<file path="src/rtl/turn_aim_ctrl_if.sv">
// Turn/aim controller bus: frame, key and alive inputs in; launch and aim state out.
interface turn_aim_ctrl_if #(
    parameter int unsigned NUM_PLAYERS = 4,
    parameter int unsigned PW          = 3,
    parameter int unsigned ANGLE_W     = 4,
    parameter int unsigned POWER_W     = 3
);
    logic                           frame_tick;
    logic [7:0]                     keycode;
    logic                           exploded;
    logic [NUM_PLAYERS-1:0]         alive;
    logic                           launch;
    logic [PW-1:0]                  active_player;
    logic [ANGLE_W-1:0]             cur_angle;
    logic [POWER_W-1:0]             cur_power;
    logic [NUM_PLAYERS*ANGLE_W-1:0] angle_bus;
    logic [NUM_PLAYERS*POWER_W-1:0] power_bus;
    logic [1:0]                     phase;
    logic [9:0]                     turn_timer;
    logic                           game_over;

    modport master (
        output frame_tick, keycode, exploded, alive,
        input  launch, active_player, cur_angle, cur_power,
               angle_bus, power_bus, phase, turn_timer, game_over
    );

    modport slave (
        input  frame_tick, keycode, exploded, alive,
        output launch, active_player, cur_angle, cur_power,
               angle_bus, power_bus, phase, turn_timer, game_over
    );
endinterface

</file>
<file path="src/rtl/turn_aim_ctrl.sv">
// Multi-player turn sequencer: per-player angle/power, aim -> flight -> settle -> next.
module turn_aim_ctrl #(
    parameter int unsigned NUM_PLAYERS   = 4,
    parameter int unsigned PW            = 3,
    parameter int unsigned ANGLE_W       = 4,
    parameter int unsigned POWER_W       = 3,
    parameter int unsigned ANGLE_MAX     = 8,
    parameter int unsigned POWER_MAX     = 7,
    parameter int unsigned ANGLE_INIT    = 6,
    parameter int unsigned POWER_INIT    = 2,
    parameter int unsigned AIM_DIV       = 16,
    parameter int unsigned TURN_FRAMES   = 600,
    parameter int unsigned FLIGHT_FRAMES = 255,
    parameter int unsigned SETTLE_FRAMES = 60
) (
    input  logic           clk,
    input  logic           reset,
    turn_aim_ctrl_if.slave bus
);
    localparam int unsigned AIM_W = 8;
    localparam int unsigned TMR_W = 10;
    localparam int unsigned FLT_W = 8;
    localparam int unsigned STL_W = 8;
    localparam int unsigned CNT_W = $clog2(NUM_PLAYERS + 1);

    localparam logic [7:0] KEY_ANGLE_DN = 8'h14;
    localparam logic [7:0] KEY_ANGLE_UP = 8'h08;
    localparam logic [7:0] KEY_POWER_DN = 8'h1E;
    localparam logic [7:0] KEY_POWER_UP = 8'h20;
    localparam logic [7:0] KEY_LAUNCH   = 8'h16;

    typedef enum logic [1:0] {
        PH_AIM    = 2'b00,
        PH_FLIGHT = 2'b01,
        PH_SETTLE = 2'b10,
        PH_NEXT   = 2'b11
    } phase_e;

    phase_e             phase_q, phase_d;
    logic [PW-1:0]      active_q, active_d;
    logic [ANGLE_W-1:0] angle_q [NUM_PLAYERS];
    logic [ANGLE_W-1:0] angle_d [NUM_PLAYERS];
    logic [POWER_W-1:0] power_q [NUM_PLAYERS];
    logic [POWER_W-1:0] power_d [NUM_PLAYERS];
    logic [AIM_W-1:0]   aim_cnt_q, aim_cnt_d;
    logic [TMR_W-1:0]   turn_timer_q, turn_timer_d;
    logic [FLT_W-1:0]   flight_cnt_q, flight_cnt_d;
    logic [STL_W-1:0]   settle_cnt_q, settle_cnt_d;
    logic               launch_q, launch_d;
    logic               game_over_q, game_over_d;
    logic [ANGLE_W-1:0] cur_angle_q, cur_angle_d;
    logic [POWER_W-1:0] cur_power_q, cur_power_d;

    logic [ANGLE_W-1:0] act_angle_c, angle_nxt_c;
    logic [POWER_W-1:0] act_power_c, power_nxt_c;
    logic [PW-1:0]      next_player_c;
    logic               found_c;
    logic [CNT_W-1:0]   alive_cnt_c;
    logic [NUM_PLAYERS*ANGLE_W-1:0] angle_bus_c;
    logic [NUM_PLAYERS*POWER_W-1:0] power_bus_c;

    // Current aim of the active player.
    always_comb begin
        act_angle_c = angle_q[0];
        act_power_c = power_q[0];
        for (int i = 0; i < NUM_PLAYERS; i++) begin
            if (active_q == PW'(i)) begin
                act_angle_c = angle_q[i];
                act_power_c = power_q[i];
            end
        end
    end

    // Alive count and the next alive player after the active one (wrapping).
    always_comb begin
        alive_cnt_c   = '0;
        next_player_c = active_q;
        found_c       = 1'b0;
        for (int unsigned i = 0; i < NUM_PLAYERS; i++) begin
            alive_cnt_c = alive_cnt_c + CNT_W'(bus.alive[i]);
        end
        for (int unsigned k = 1; k <= NUM_PLAYERS; k++) begin
            for (int unsigned i = 0; i < NUM_PLAYERS; i++) begin
                if (!found_c && bus.alive[i] && ((32'(active_q) + k) % NUM_PLAYERS) == i) begin
                    found_c       = 1'b1;
                    next_player_c = PW'(i);
                end
            end
        end
    end

    // Phase sequencing, key handling and counters.
    always_comb begin
        phase_d      = phase_q;
        active_d     = active_q;
        angle_d      = angle_q;
        power_d      = power_q;
        aim_cnt_d    = aim_cnt_q;
        turn_timer_d = turn_timer_q;
        flight_cnt_d = flight_cnt_q;
        settle_cnt_d = settle_cnt_q;
        launch_d     = 1'b0;
        angle_nxt_c  = act_angle_c;
        power_nxt_c  = act_power_c;
        game_over_d  = game_over_q | (alive_cnt_c <= CNT_W'(1));

        if (game_over_q) begin
            phase_d = PH_AIM;
        end else begin
            case (phase_q)
                PH_AIM: begin
                    if (bus.frame_tick) begin
                        aim_cnt_d = (aim_cnt_q == '1) ? aim_cnt_q : aim_cnt_q + AIM_W'(1);
                        if (turn_timer_q != '0) begin
                            turn_timer_d = turn_timer_q - TMR_W'(1);
                        end
                        if (aim_cnt_q >= AIM_W'(AIM_DIV)) begin
                            case (bus.keycode)
                                KEY_ANGLE_DN: if (act_angle_c != '0) begin
                                    angle_nxt_c = act_angle_c - ANGLE_W'(1);
                                    aim_cnt_d   = '0;
                                end
                                KEY_ANGLE_UP: if (act_angle_c < ANGLE_W'(ANGLE_MAX)) begin
                                    angle_nxt_c = act_angle_c + ANGLE_W'(1);
                                    aim_cnt_d   = '0;
                                end
                                KEY_POWER_DN: if (act_power_c != '0) begin
                                    power_nxt_c = act_power_c - POWER_W'(1);
                                    aim_cnt_d   = '0;
                                end
                                KEY_POWER_UP: if (act_power_c < POWER_W'(POWER_MAX)) begin
                                    power_nxt_c = act_power_c + POWER_W'(1);
                                    aim_cnt_d   = '0;
                                end
                                KEY_LAUNCH: begin
                                    launch_d     = 1'b1;
                                    aim_cnt_d    = '0;
                                    flight_cnt_d = '0;
                                    phase_d      = PH_FLIGHT;
                                end
                                default: ;
                            endcase
                        end
                        // Launch on the final tick beats the timeout.
                        if (!launch_d && turn_timer_q == TMR_W'(1)) begin
                            phase_d = PH_NEXT;
                        end
                    end
                end
                PH_FLIGHT: begin
                    if (bus.exploded) begin
                        phase_d      = PH_SETTLE;
                        settle_cnt_d = STL_W'(SETTLE_FRAMES);
                    end else if (bus.frame_tick) begin
                        flight_cnt_d = flight_cnt_q + FLT_W'(1);
                        if (flight_cnt_q >= FLT_W'(FLIGHT_FRAMES - 1)) begin
                            phase_d      = PH_SETTLE;
                            settle_cnt_d = STL_W'(SETTLE_FRAMES);
                        end
                    end
                end
                PH_SETTLE: begin
                    if (bus.frame_tick) begin
                        if (settle_cnt_q <= STL_W'(1)) begin
                            settle_cnt_d = '0;
                            phase_d      = PH_NEXT;
                        end else begin
                            settle_cnt_d = settle_cnt_q - STL_W'(1);
                        end
                    end
                end
                default: begin
                    active_d     = next_player_c;
                    phase_d      = PH_AIM;
                    aim_cnt_d    = '0;
                    turn_timer_d = TMR_W'(TURN_FRAMES);
                end
            endcase
        end

        for (int i = 0; i < NUM_PLAYERS; i++) begin
            if (active_q == PW'(i)) begin
                angle_d[i] = angle_nxt_c;
                power_d[i] = power_nxt_c;
            end
        end
    end

    // Registered view of the aim belonging to the next active player.
    always_comb begin
        cur_angle_d = angle_d[0];
        cur_power_d = power_d[0];
        for (int i = 0; i < NUM_PLAYERS; i++) begin
            if (active_d == PW'(i)) begin
                cur_angle_d = angle_d[i];
                cur_power_d = power_d[i];
            end
        end
    end

    // State and output registers.
    always_ff @(posedge clk or posedge reset) begin
        if (reset) begin
            phase_q      <= PH_AIM;
            active_q     <= '0;
            aim_cnt_q    <= '0;
            turn_timer_q <= TMR_W'(TURN_FRAMES);
            flight_cnt_q <= '0;
            settle_cnt_q <= '0;
            launch_q     <= 1'b0;
            game_over_q  <= 1'b0;
            cur_angle_q  <= ANGLE_W'(ANGLE_INIT);
            cur_power_q  <= POWER_W'(POWER_INIT);
            for (int i = 0; i < NUM_PLAYERS; i++) begin
                angle_q[i] <= ANGLE_W'(ANGLE_INIT);
                power_q[i] <= POWER_W'(POWER_INIT);
            end
        end else begin
            phase_q      <= phase_d;
            active_q     <= active_d;
            aim_cnt_q    <= aim_cnt_d;
            turn_timer_q <= turn_timer_d;
            flight_cnt_q <= flight_cnt_d;
            settle_cnt_q <= settle_cnt_d;
            launch_q     <= launch_d;
            game_over_q  <= game_over_d;
            cur_angle_q  <= cur_angle_d;
            cur_power_q  <= cur_power_d;
            angle_q      <= angle_d;
            power_q      <= power_d;
        end
    end

    // Flatten per-player settings onto the packed buses.
    always_comb begin
        angle_bus_c = '0;
        power_bus_c = '0;
        for (int i = 0; i < NUM_PLAYERS; i++) begin
            angle_bus_c[i*ANGLE_W +: ANGLE_W] = angle_q[i];
            power_bus_c[i*POWER_W +: POWER_W] = power_q[i];
        end
    end

    assign bus.launch        = launch_q;
    assign bus.active_player = active_q;
    assign bus.cur_angle     = cur_angle_q;
    assign bus.cur_power     = cur_power_q;
    assign bus.angle_bus     = angle_bus_c;
    assign bus.power_bus     = power_bus_c;
    assign bus.phase         = phase_q;
    assign bus.turn_timer    = turn_timer_q;
    assign bus.game_over     = game_over_q;
endmodule

</file>
<file path="src/flat_wrapper.sv">
// flat-port wrapper written by rule: the top's interface ports become plain ports
module turn_aim_ctrl_flat 
#(
    parameter int unsigned NUM_PLAYERS   = 4,
    parameter int unsigned PW            = 3,
    parameter int unsigned ANGLE_W       = 4,
    parameter int unsigned POWER_W       = 3,
    parameter int unsigned ANGLE_MAX     = 8,
    parameter int unsigned POWER_MAX     = 7,
    parameter int unsigned ANGLE_INIT    = 6,
    parameter int unsigned POWER_INIT    = 2,
    parameter int unsigned AIM_DIV       = 16,
    parameter int unsigned TURN_FRAMES   = 600,
    parameter int unsigned FLIGHT_FRAMES = 255,
    parameter int unsigned SETTLE_FRAMES = 60
)
  (clk, reset, bus_frame_tick, bus_keycode, bus_exploded, bus_alive, bus_launch, bus_active_player, bus_cur_angle, bus_cur_power, bus_angle_bus, bus_power_bus, bus_phase, bus_turn_timer, bus_game_over);
  turn_aim_ctrl_if #(.NUM_PLAYERS(NUM_PLAYERS), .PW(PW), .ANGLE_W(ANGLE_W), .POWER_W(POWER_W)) bus_i ();
  input  logic clk;
  input  logic reset;
  input wire logic [$bits(bus_i.frame_tick)-1:0] bus_frame_tick;
  input wire logic [$bits(bus_i.keycode)-1:0] bus_keycode;
  input wire logic [$bits(bus_i.exploded)-1:0] bus_exploded;
  input wire logic [$bits(bus_i.alive)-1:0] bus_alive;
  output wire logic [$bits(bus_i.launch)-1:0] bus_launch;
  output wire logic [$bits(bus_i.active_player)-1:0] bus_active_player;
  output wire logic [$bits(bus_i.cur_angle)-1:0] bus_cur_angle;
  output wire logic [$bits(bus_i.cur_power)-1:0] bus_cur_power;
  output wire logic [$bits(bus_i.angle_bus)-1:0] bus_angle_bus;
  output wire logic [$bits(bus_i.power_bus)-1:0] bus_power_bus;
  output wire logic [$bits(bus_i.phase)-1:0] bus_phase;
  output wire logic [$bits(bus_i.turn_timer)-1:0] bus_turn_timer;
  output wire logic [$bits(bus_i.game_over)-1:0] bus_game_over;
  assign bus_i.frame_tick = bus_frame_tick;
  assign bus_i.keycode = bus_keycode;
  assign bus_i.exploded = bus_exploded;
  assign bus_i.alive = bus_alive;
  assign bus_launch = bus_i.launch;
  assign bus_active_player = bus_i.active_player;
  assign bus_cur_angle = bus_i.cur_angle;
  assign bus_cur_power = bus_i.cur_power;
  assign bus_angle_bus = bus_i.angle_bus;
  assign bus_power_bus = bus_i.power_bus;
  assign bus_phase = bus_i.phase;
  assign bus_turn_timer = bus_i.turn_timer;
  assign bus_game_over = bus_i.game_over;
  turn_aim_ctrl #(.NUM_PLAYERS(NUM_PLAYERS), .PW(PW), .ANGLE_W(ANGLE_W), .POWER_W(POWER_W), .ANGLE_MAX(ANGLE_MAX), .POWER_MAX(POWER_MAX), .ANGLE_INIT(ANGLE_INIT), .POWER_INIT(POWER_INIT), .AIM_DIV(AIM_DIV), .TURN_FRAMES(TURN_FRAMES), .FLIGHT_FRAMES(FLIGHT_FRAMES), .SETTLE_FRAMES(SETTLE_FRAMES)) u_core (.clk(clk), .reset(reset), .bus(bus_i));
endmodule
</file>
<file path="config.mk">
export PLATFORM = sky130hd
export DESIGN_NAME = turn_aim_ctrl_flat
export DESIGN_NICKNAME = d
export VERILOG_FILES = /design/src/rtl/turn_aim_ctrl_if.sv /design/src/rtl/turn_aim_ctrl.sv /design/src/flat_wrapper.sv
export SDC_FILE = /design/constraint.sdc
export NUM_CORES = 1
export LEC_CHECK = 0
export CORE_ASPECT_RATIO = 1.75
export CORE_MARGIN = 8
export CORE_UTILIZATION = 50
export CTS_CLUSTER_SIZE = 30
export DETAILED_ROUTE_END_ITERATION = 6
export GPL_ROUTABILITY_DRIVEN = 0
export PLACE_DENSITY = 0.77
export SLEW_MARGIN = 15
export SYNTH_ARGS = -nofsm -noshare
export SYNTH_HDL_FRONTEND = slang
export SYNTH_SLANG_ARGS = --single-unit
</file>
<file path="constraint.sdc">
create_clock -name clk -period 2.7 [get_ports clk]
set_input_delay 0.27 -clock clk [delete_from_list [all_inputs] [get_ports clk]]
set_output_delay 0.27 -clock clk [all_outputs]
set_load 0.03 [all_outputs]
</file>
==> reports/results.txt, run 1 <==
Setup-failing EPs final -> 1
starting DRC count in detailed routing -> 258
Worst Setup End Kind -> flip-flop
Routed WL -> 13.9 mm
Die W -> 90.5 µm
unique cell type count in the Yosys netlist -> 77
dominant cells by area after synthesis -> dfrtp_1 29%, dfstp_2 10%, ha_1 5.1%
DR vias -> 4554
drt drc -> 0
Slew headroom -> 0.523
H-Tree Depth -> 3
DR vias/cell -> 6.00
remaining global-route overflow -> 0
clock latency on the worst-skew pair -> 0.34 ns
Placed Instances -> 730
WL/cell -> 18.3 µm
worst path arrival time -> 2.99 ns
switch share -> 0.366
clk_skew -> 0.00651 ns
unrepaired setup endpoints after global routing -> true
Syn Area/Cell -> 9.29 µm²
NetSw -> 1670 µW
status -> complete, but fails checks
Post-synth EDFFs -> 0
Area Growth Syn to Fin -> 32.5%
combinational power share -> 0.387
worst setup margin -> -0.0301 ns
CTS max path bufs -> 2
largest net degree at the start of global routing -> 39
Req. time, crit path -> 2.96 ns
gate count after technology mapping -> 523
Max Cap Viol -> 0
Post-Synthesis Cell Area -> 0.00486 mm²
core box area -> 0.00947 mm²
startpoint types -> flip-flop
critical path class -> reg -> reg
Final #Nets -> 668
most common cell in the synthesized netlist -> dfrtp_1
CTS clk-pin slew, worst paths -> 0.06 ns
failing checks -> setup timing
number of I/O pins -> 68
ys async rst share -> 1.00
Die ar. -> 0.0133 mm²
share of the synthesized area in the top cell type -> 0.293
Yosys reg bits -> 76
Seq/Total Area, Yosys -> 0.396
crit path max fanout -> 7
Min Hold Slack -> 0.361 ns
non-filler instance count after layout -> 759
slew of the pin with the lowest slew margin -> 0.712 ns
Mapped Nets -> 559
total power -> 4580 µW
Clk pwr share -> 0.270
Lkg Pwr -> 0.00266 µW
Num CTS Buffers -> 9
period utilization -> 1.01
Tmin final -> 2.73 ns
clock sinks -> 76
initial core utilization -> 0.513
Pre-Repair DR Iteration Count -> 5
first-pass GRT wire length -> 22.2 mm
fill count -> 720
sequential power share -> 0.343
final hold viol count -> 0
TritonCTS clock tree -> yes
Max VDD drop -> 0.555 mV
pwr dens -> 711 mW/mm²
final core utilization -> 0.680
GRT Total Usage -> 0.203
initial antenna violation count -> 0
synth warn -> 0
Detail Placement HPWL -> 10.1 mm
CTS Root Cell -> clkbuf_16
diode count -> 0
Fmax -> 366 MHz
post-synth top area cell -> dfrtp_1
buffers added on ports -> 67
final setup TNS -> -0.0301 ns
die height -> 146 µm
Hold Crit Class -> in -> async
P_int -> 2910 µW
row count -> 47
antenna-violating nets left -> 0
layout cells sized above 1 -> 0.231
vias in the first global route -> 4671
top_reg_cell synth -> dfrtp_1
top cells by count, synth -> 57 x dfrtp_1, 50 x nand2_1, 48 x nor2_1
max-slew violations -> 0
power by group through the flow:
stage | clock network (µW) | registers, µW | logic, µW
after global routing | 1300 | 1590 | 1890
after floorplan | 0 | 1890 | 667
final | 1240 | 1570 | 1770
after CTS | 1250 | 1560 | 1620
after global placement | 0 | 1580 | 1580
after detailed placement | 0 | 1580 | 1610
cell usage in the layout, fill, tap and decap left out, types with 9 or more instances in the layout:
| master | netlist | routed |
|---|---|---|
| o21ai_0 | 36 | 25 |
| inv_1 | 24 | 22 |
| clkdlybuf4s50_1 | 0 | 67 |
| mux2i_1 | 10 | 9 |
| a31oi_1 | 12 | 11 |
| nand3b_1 | 10 | 10 |
| nand3_1 | 13 | 13 |
| nand2b_1 | 18 | 18 |
| nor2_1 | 48 | 47 |
| nor3_1 | 16 | 16 |
| ha_1 | 20 | 18 |
| nand2_1 | 50 | 50 |
| o21ai_2 | 1 | 12 |
| buf_4 | 2 | 46 |
| dfrtp_1 | 57 | 55 |
| clkbuf_16 | 0 | 9 |
| a21oi_1 | 23 | 20 |
| a22o_1 | 11 | 10 |
| dfstp_2 | 19 | 19 |
registers in the layout, indices dropped and copies added, names as in the netlist, 4 cells and up:
name	cells
u_core.aim_cnt_q	8
u_core.bus.angle_bus	16
u_core.bus.cur_angle	4
u_core.bus.power_bus	12
u_core.bus.turn_timer	10
u_core.flight_cnt_q	8
u_core.settle_cnt_q	8
layer usage:
metal / global-route usage / vias to the layer above / part of all wire
met3: 0.0395 / 42 / 0.048
met4: 0.0972 / 0 / 0.032
met5: 0 / - / 0
met2: 0.380 / 171 / 0.54
met1: 0.207 / 2194 / 0.38
li1: - / 2147 / -
through the flow:
step / worst slack [ns] / instance area [µm²]
floorplan: -0.0986 / 4920
global placement: -0.0172 / 5910
detailed placement: -0.105 / 5910
CTS: 0.0176 / 6240
global route: -0.122 / 6440
finish: -0.0301 / 6440
timing repair:
item                                   CTS  global route
setup endpoints to repair               10             9
pin swaps                                1            11
hold buffers                             0             0
buffers inserted                         2            11
endpoints found under the hold margin    0             0
resized for setup                        0            35
final timing paths:
path	start	depth (start not counted)	end	slack (ns)
min reg2reg	u_core.settle_cnt_q[7]$_DFFE_PP0P_	2	u_core.settle_cnt_q[7]$_DFFE_PP0P_	0.52
min in group clk	u_core.settle_cnt_q[7]$_DFFE_PP0P_	2	u_core.settle_cnt_q[7]$_DFFE_PP0P_	0.52
max in group asynchronous	reset	3	u_core.bus.turn_timer[9]$_DFFE_PP1P_	1.96
min	reset	3	u_core.bus.cur_power[2]$_DFF_PP0_	0.36
max	u_core.bus.active_player[1]$_DFF_PP0_	10	u_core.bus.cur_angle[2]$_DFF_PP1_	-0.03
max reg2reg	u_core.bus.active_player[1]$_DFF_PP0_	10	u_core.bus.cur_angle[2]$_DFF_PP1_	-0.03
layout make-up:
| type | count | area [µm²] | share of cell area |
|---|---|---|---|
| Tap cell | 122 | 153 | 0.0237 |
| Timing Repair Buffer | 117 | 1070 | 0.166 |
| Multi-Input combinational cell | 403 | 2890 | 0.449 |
| Inverter | 25 | 93.8 | 0.0146 |
| Clock buffer | 12 | 256 | 0.0398 |
| Sequential cell | 76 | 1930 | 0.299 |
| Clock inverter | 4 | 47.5 | 0.00738 |
critical path, stage by stage, from the launching register on:
cell	delay [ns]
dfrtp_2	0.48
buf_6	0.16
buf_6	0.12
mux2_4	0.31
a22o_4	0.24
or2_4	0.23
a32o_2	0.25
a221oi_4	0.39
o21ai_2	0.14
a22oi_1	0.22
o21ai_1	0.10
kinds of logic after synthesis:
kind of cell    count (synthesis)  share of synthesized area
mux                            20                     0.0453
xor+xnor                       12                     0.0216
fa+ha+maj                      20                     0.0515
compound gates                148                      0.225
simple gates                  203                      0.221
buf+inv                        44                     0.0399
flops                          76                      0.396
(Power assumes the default switching activity.)
==> run 2: changes to the inputs <==
--- a/config.mk
+++ b/config.mk
@@ -7,11 +7,10 @@
 export LEC_CHECK = 0
 export CORE_ASPECT_RATIO = 1.75
 export CORE_MARGIN = 8
-export CORE_UTILIZATION = 50
+export CORE_UTILIZATION = 30
 export CTS_CLUSTER_SIZE = 30
 export DETAILED_ROUTE_END_ITERATION = 6
 export GPL_ROUTABILITY_DRIVEN = 0
-export PLACE_DENSITY = 0.77
 export SLEW_MARGIN = 15
 export SYNTH_ARGS = -nofsm -noshare
 export SYNTH_HDL_FRONTEND = slang
==> run 2 against run 1 <==
  * The run still ends with setup timing left
  * Sequential power about the same
  * Maximum frequency up 0.65%
  * Clock power rose by 4%
  * First-iteration DRC count down 31%
  * Combinational power up 3%
  * Critical path depth increased by 1
  * Non-clock buffer count rose by 15
  * Global-route usage fell by 6.0 points
  * Hold slack got worse by 0.0076 ns
  * Count of clock-buffer cells in the layout unchanged
  * Utilization decreased by 26 points
  * Critical endpoint is now u_core.bus.cur_power[0]$_DFF_PP0_
==> reports/results.txt, run 2 (synthesis results as in run 1) <==
status -> complete, but fails checks
failing checks -> setup timing
reg2reg setup slack -> -0.01 ns (+0.02 ns)
Pre-Repair DR Iteration Count -> 7 (+2)
initial core utilization -> 0.306 (-0.207)
Lkg Pwr -> 0.00274 µW (+3.1%)
number of I/O pins -> 68 (unchanged)
Area Growth Syn to Fin -> 38.1%
Clk pwr share -> 0.275 (+0.005)
Req. time, crit path -> 2.97 ns (about the same)
Detail Placement HPWL -> 11.0 mm (+9.4%)
Fmax -> 369 MHz (+0.65%)
largest net degree at the start of global routing -> 77 (+97%)
critical path, cell by cell -> buf_6 -> mux2_4 -> a221oi_4 -> ha_2 -> inv_2 -> o31a_1 -> o21ai_2 -> mux2_4 -> o21ai_2 -> a22oi_1 -> nand2_1
Register Area -> 0.00193 mm² (unchanged)
Crit-path slowest cell -> dfrtp_2
Tmin final -> 2.71 ns (-0.0175 ns)
antenna-violating nets left -> 0 (unchanged)
final setup TNS -> -0.0210 ns (+0.00905 ns)
Setup-failing EPs final -> 2 (+1)
H-Tree Depth -> 3 (unchanged)
first-pass GRT wire length -> 23.8 mm (+7.2%)
CTS Root Cell -> clkbuf_16
diode count -> 0 (unchanged)
DR vias -> 4527 (-0.59%)
Routed WL -> 14.7 mm (+6.2%)
Final #Nets -> 684 (+2.4%)
DR vias/cell -> 5.38 (-10%)
starting DRC count in detailed routing -> 179 (-31%)
layout cells sized above 1 -> 0.251 (+0.0204)
Max Cap Viol -> 0 (unchanged)
worst path arrival time -> 2.98 ns (about the same)
Max VDD drop -> 0.456 mV (-18%)
slew of the pin with the lowest slew margin -> 0.713 ns (+0.000916 ns)
CTS max path bufs -> 2 (unchanged)
multi-input logic area -> 0.00291 mm² (+0.48%)
row count -> 61 (+30%)
TritonCTS clock tree -> yes
CTS clk-pin slew, worst paths -> 0.06 ns (about the same)
Min Hold Slack -> 0.353 ns (-0.00757 ns)
max reg flops -> 16 (unchanged)
remaining global-route overflow -> 0 (unchanged)
buffers added on ports -> 67 (unchanged)
switch share -> 0.367 (+0.00140)
worst setup margin -> -0.0126 ns (+0.0175 ns)
vias in the first global route -> 4748 (+1.6%)
clock latency on the worst-skew pair -> 0.34 ns (about the same)
die height -> 184 µm (+26%)
Slew headroom -> 0.521 (-0.00140)
pwr dens -> 699 mW/mm² (-1.6%)
unrepaired setup endpoints after global routing -> true
core box area -> 0.0159 mm² (+68%)
r2r worst-path depth -> 11 (+1)
Hold Crit Class -> in -> async
drt drc -> 0 (unchanged)
worst r2r src -> u_core.bus.active_player[1]$_DFF_PP0_
clock sinks -> 76 (unchanged)
final core utilization -> 0.423 (-0.258)
clk_skew -> 0.0107 ns (+0.00414 ns)
combinational power share -> 0.390 (+0.003)
period utilization -> 1.00 (-0.00649)
Reg-to-Reg End -> u_core.bus.cur_power[0]$_DFF_PP0_
critical path class -> reg -> reg
total power -> 4690 µW (+2.5%)
crit path from -> u_core.bus.active_player[1]$_DFF_PP0_
Die W -> 112 µm (+24%)
max-slew violations -> 0 (unchanged)
final hold viol count -> 0 (unchanged)
fill count -> 1523 (+110%)
Num CTS Buffers -> 9 (unchanged)
startpoint types -> flip-flop
crit path max fanout -> 5 (-2)
initial antenna violation count -> 0 (unchanged)
GRT Total Usage -> 0.143 (-0.0601)
NetSw -> 1720 µW (+2.9%)
P_int -> 2970 µW (+2.3%)
Die ar. -> 0.0207 mm² (+56%)
crit-path max cell delay -> 0.47 ns (about the same)
most common cell after layout, fill and taps aside -> clkdlybuf4s50_1
most frequent cells in the layout -> 67 x clkdlybuf4s50_1, 57 x buf_4, 55 x dfrtp_1
Worst Setup End Kind -> flip-flop
WL/cell -> 17.5 µm (-4.2%)
sequential power share -> 0.335 (-0.008)
==> run 2: worst max-delay path by stage <==
stage,to,cells past startpoint
after floorplan,u_core.bus.cur_power[0]$_DFF_PP0_,12
after global placement,u_core.bus.cur_angle[1]$_DFF_PP1_,9
after detailed placement,u_core.bus.cur_angle[1]$_DFF_PP1_,9
after CTS,u_core.bus.cur_power[1]$_DFF_PP1_,13
after global routing,u_core.bus.cur_angle[2]$_DFF_PP1_,11
final,u_core.bus.cur_power[0]$_DFF_PP0_,11
==> run 2: layout make-up <==
| cell class | count | area share |
|---|---|---|
| Clock buffer | 12 | 0.0397 |
| Clock inverter | 4 | 0.00801 |
| Inverter | 25 | 0.0144 |
| Multi-Input combinational cell | 404 | 0.433 |
| Sequential cell | 76 | 0.287 |
| Tap cell | 189 | 0.0352 |
| Timing Repair Buffer | 132 | 0.182 |
==> run 2: timing repair <==
item,CTS,global route
pin swaps,7,5
hold endpoints to repair,0,0
cloned,0,1
setup endpoints to repair,14,14
buffers inserted,9,10
hold buffers,0,0
gates resized for setup,13,24
==> run 2: power by group through the flow <==
stage / clock, µW / sequential [µW] / combinational, µW
after floorplan: 0 / 1890 / 667
after global placement: 0 / 1580 / 1620
after detailed placement: 0 / 1590 / 1650
after CTS: 1330 / 1570 / 1720
after global routing: 1380 / 1590 / 1960
final: 1290 / 1570 / 1830
==> run 2: layer usage <==
metal / up-vias / GRT usage / wire length [µm]
li1: 2173 / - / -
met1: 2218 / 0.145 / 5580
met2: 109 / 0.272 / 8000
met3: 27 / 0.0334 / 720
met4: 0 / 0.0613 / 437
met5: - / 0 / 0
==> run 2: metrics by stage <==
stage / worst slack [ns] / instances / cell area (µm²)
3_5_place_dp: -0.278 / 806 / 6100
4_1_cts: -0.0181 / 831 / 6540
3_3_place_gp: -0.258 / 806 / 6100
5_1_grt: -0.137 / 842 / 6710
6_report: -0.0126 / 842 / 6710
2_1_floorplan: -0.0986 / 523 / 4920
==> run 2: critical path: cells and delay by family (launching register included) <==
kind	cells	cell delay, ns
muxes	2	0.68
adders and majority gates	1	0.24
and+or+nand+nor	1	0.08
AOI/OAI and AO/OA	5	0.99
buffers and inverters	2	0.19
DFF	1	0.47
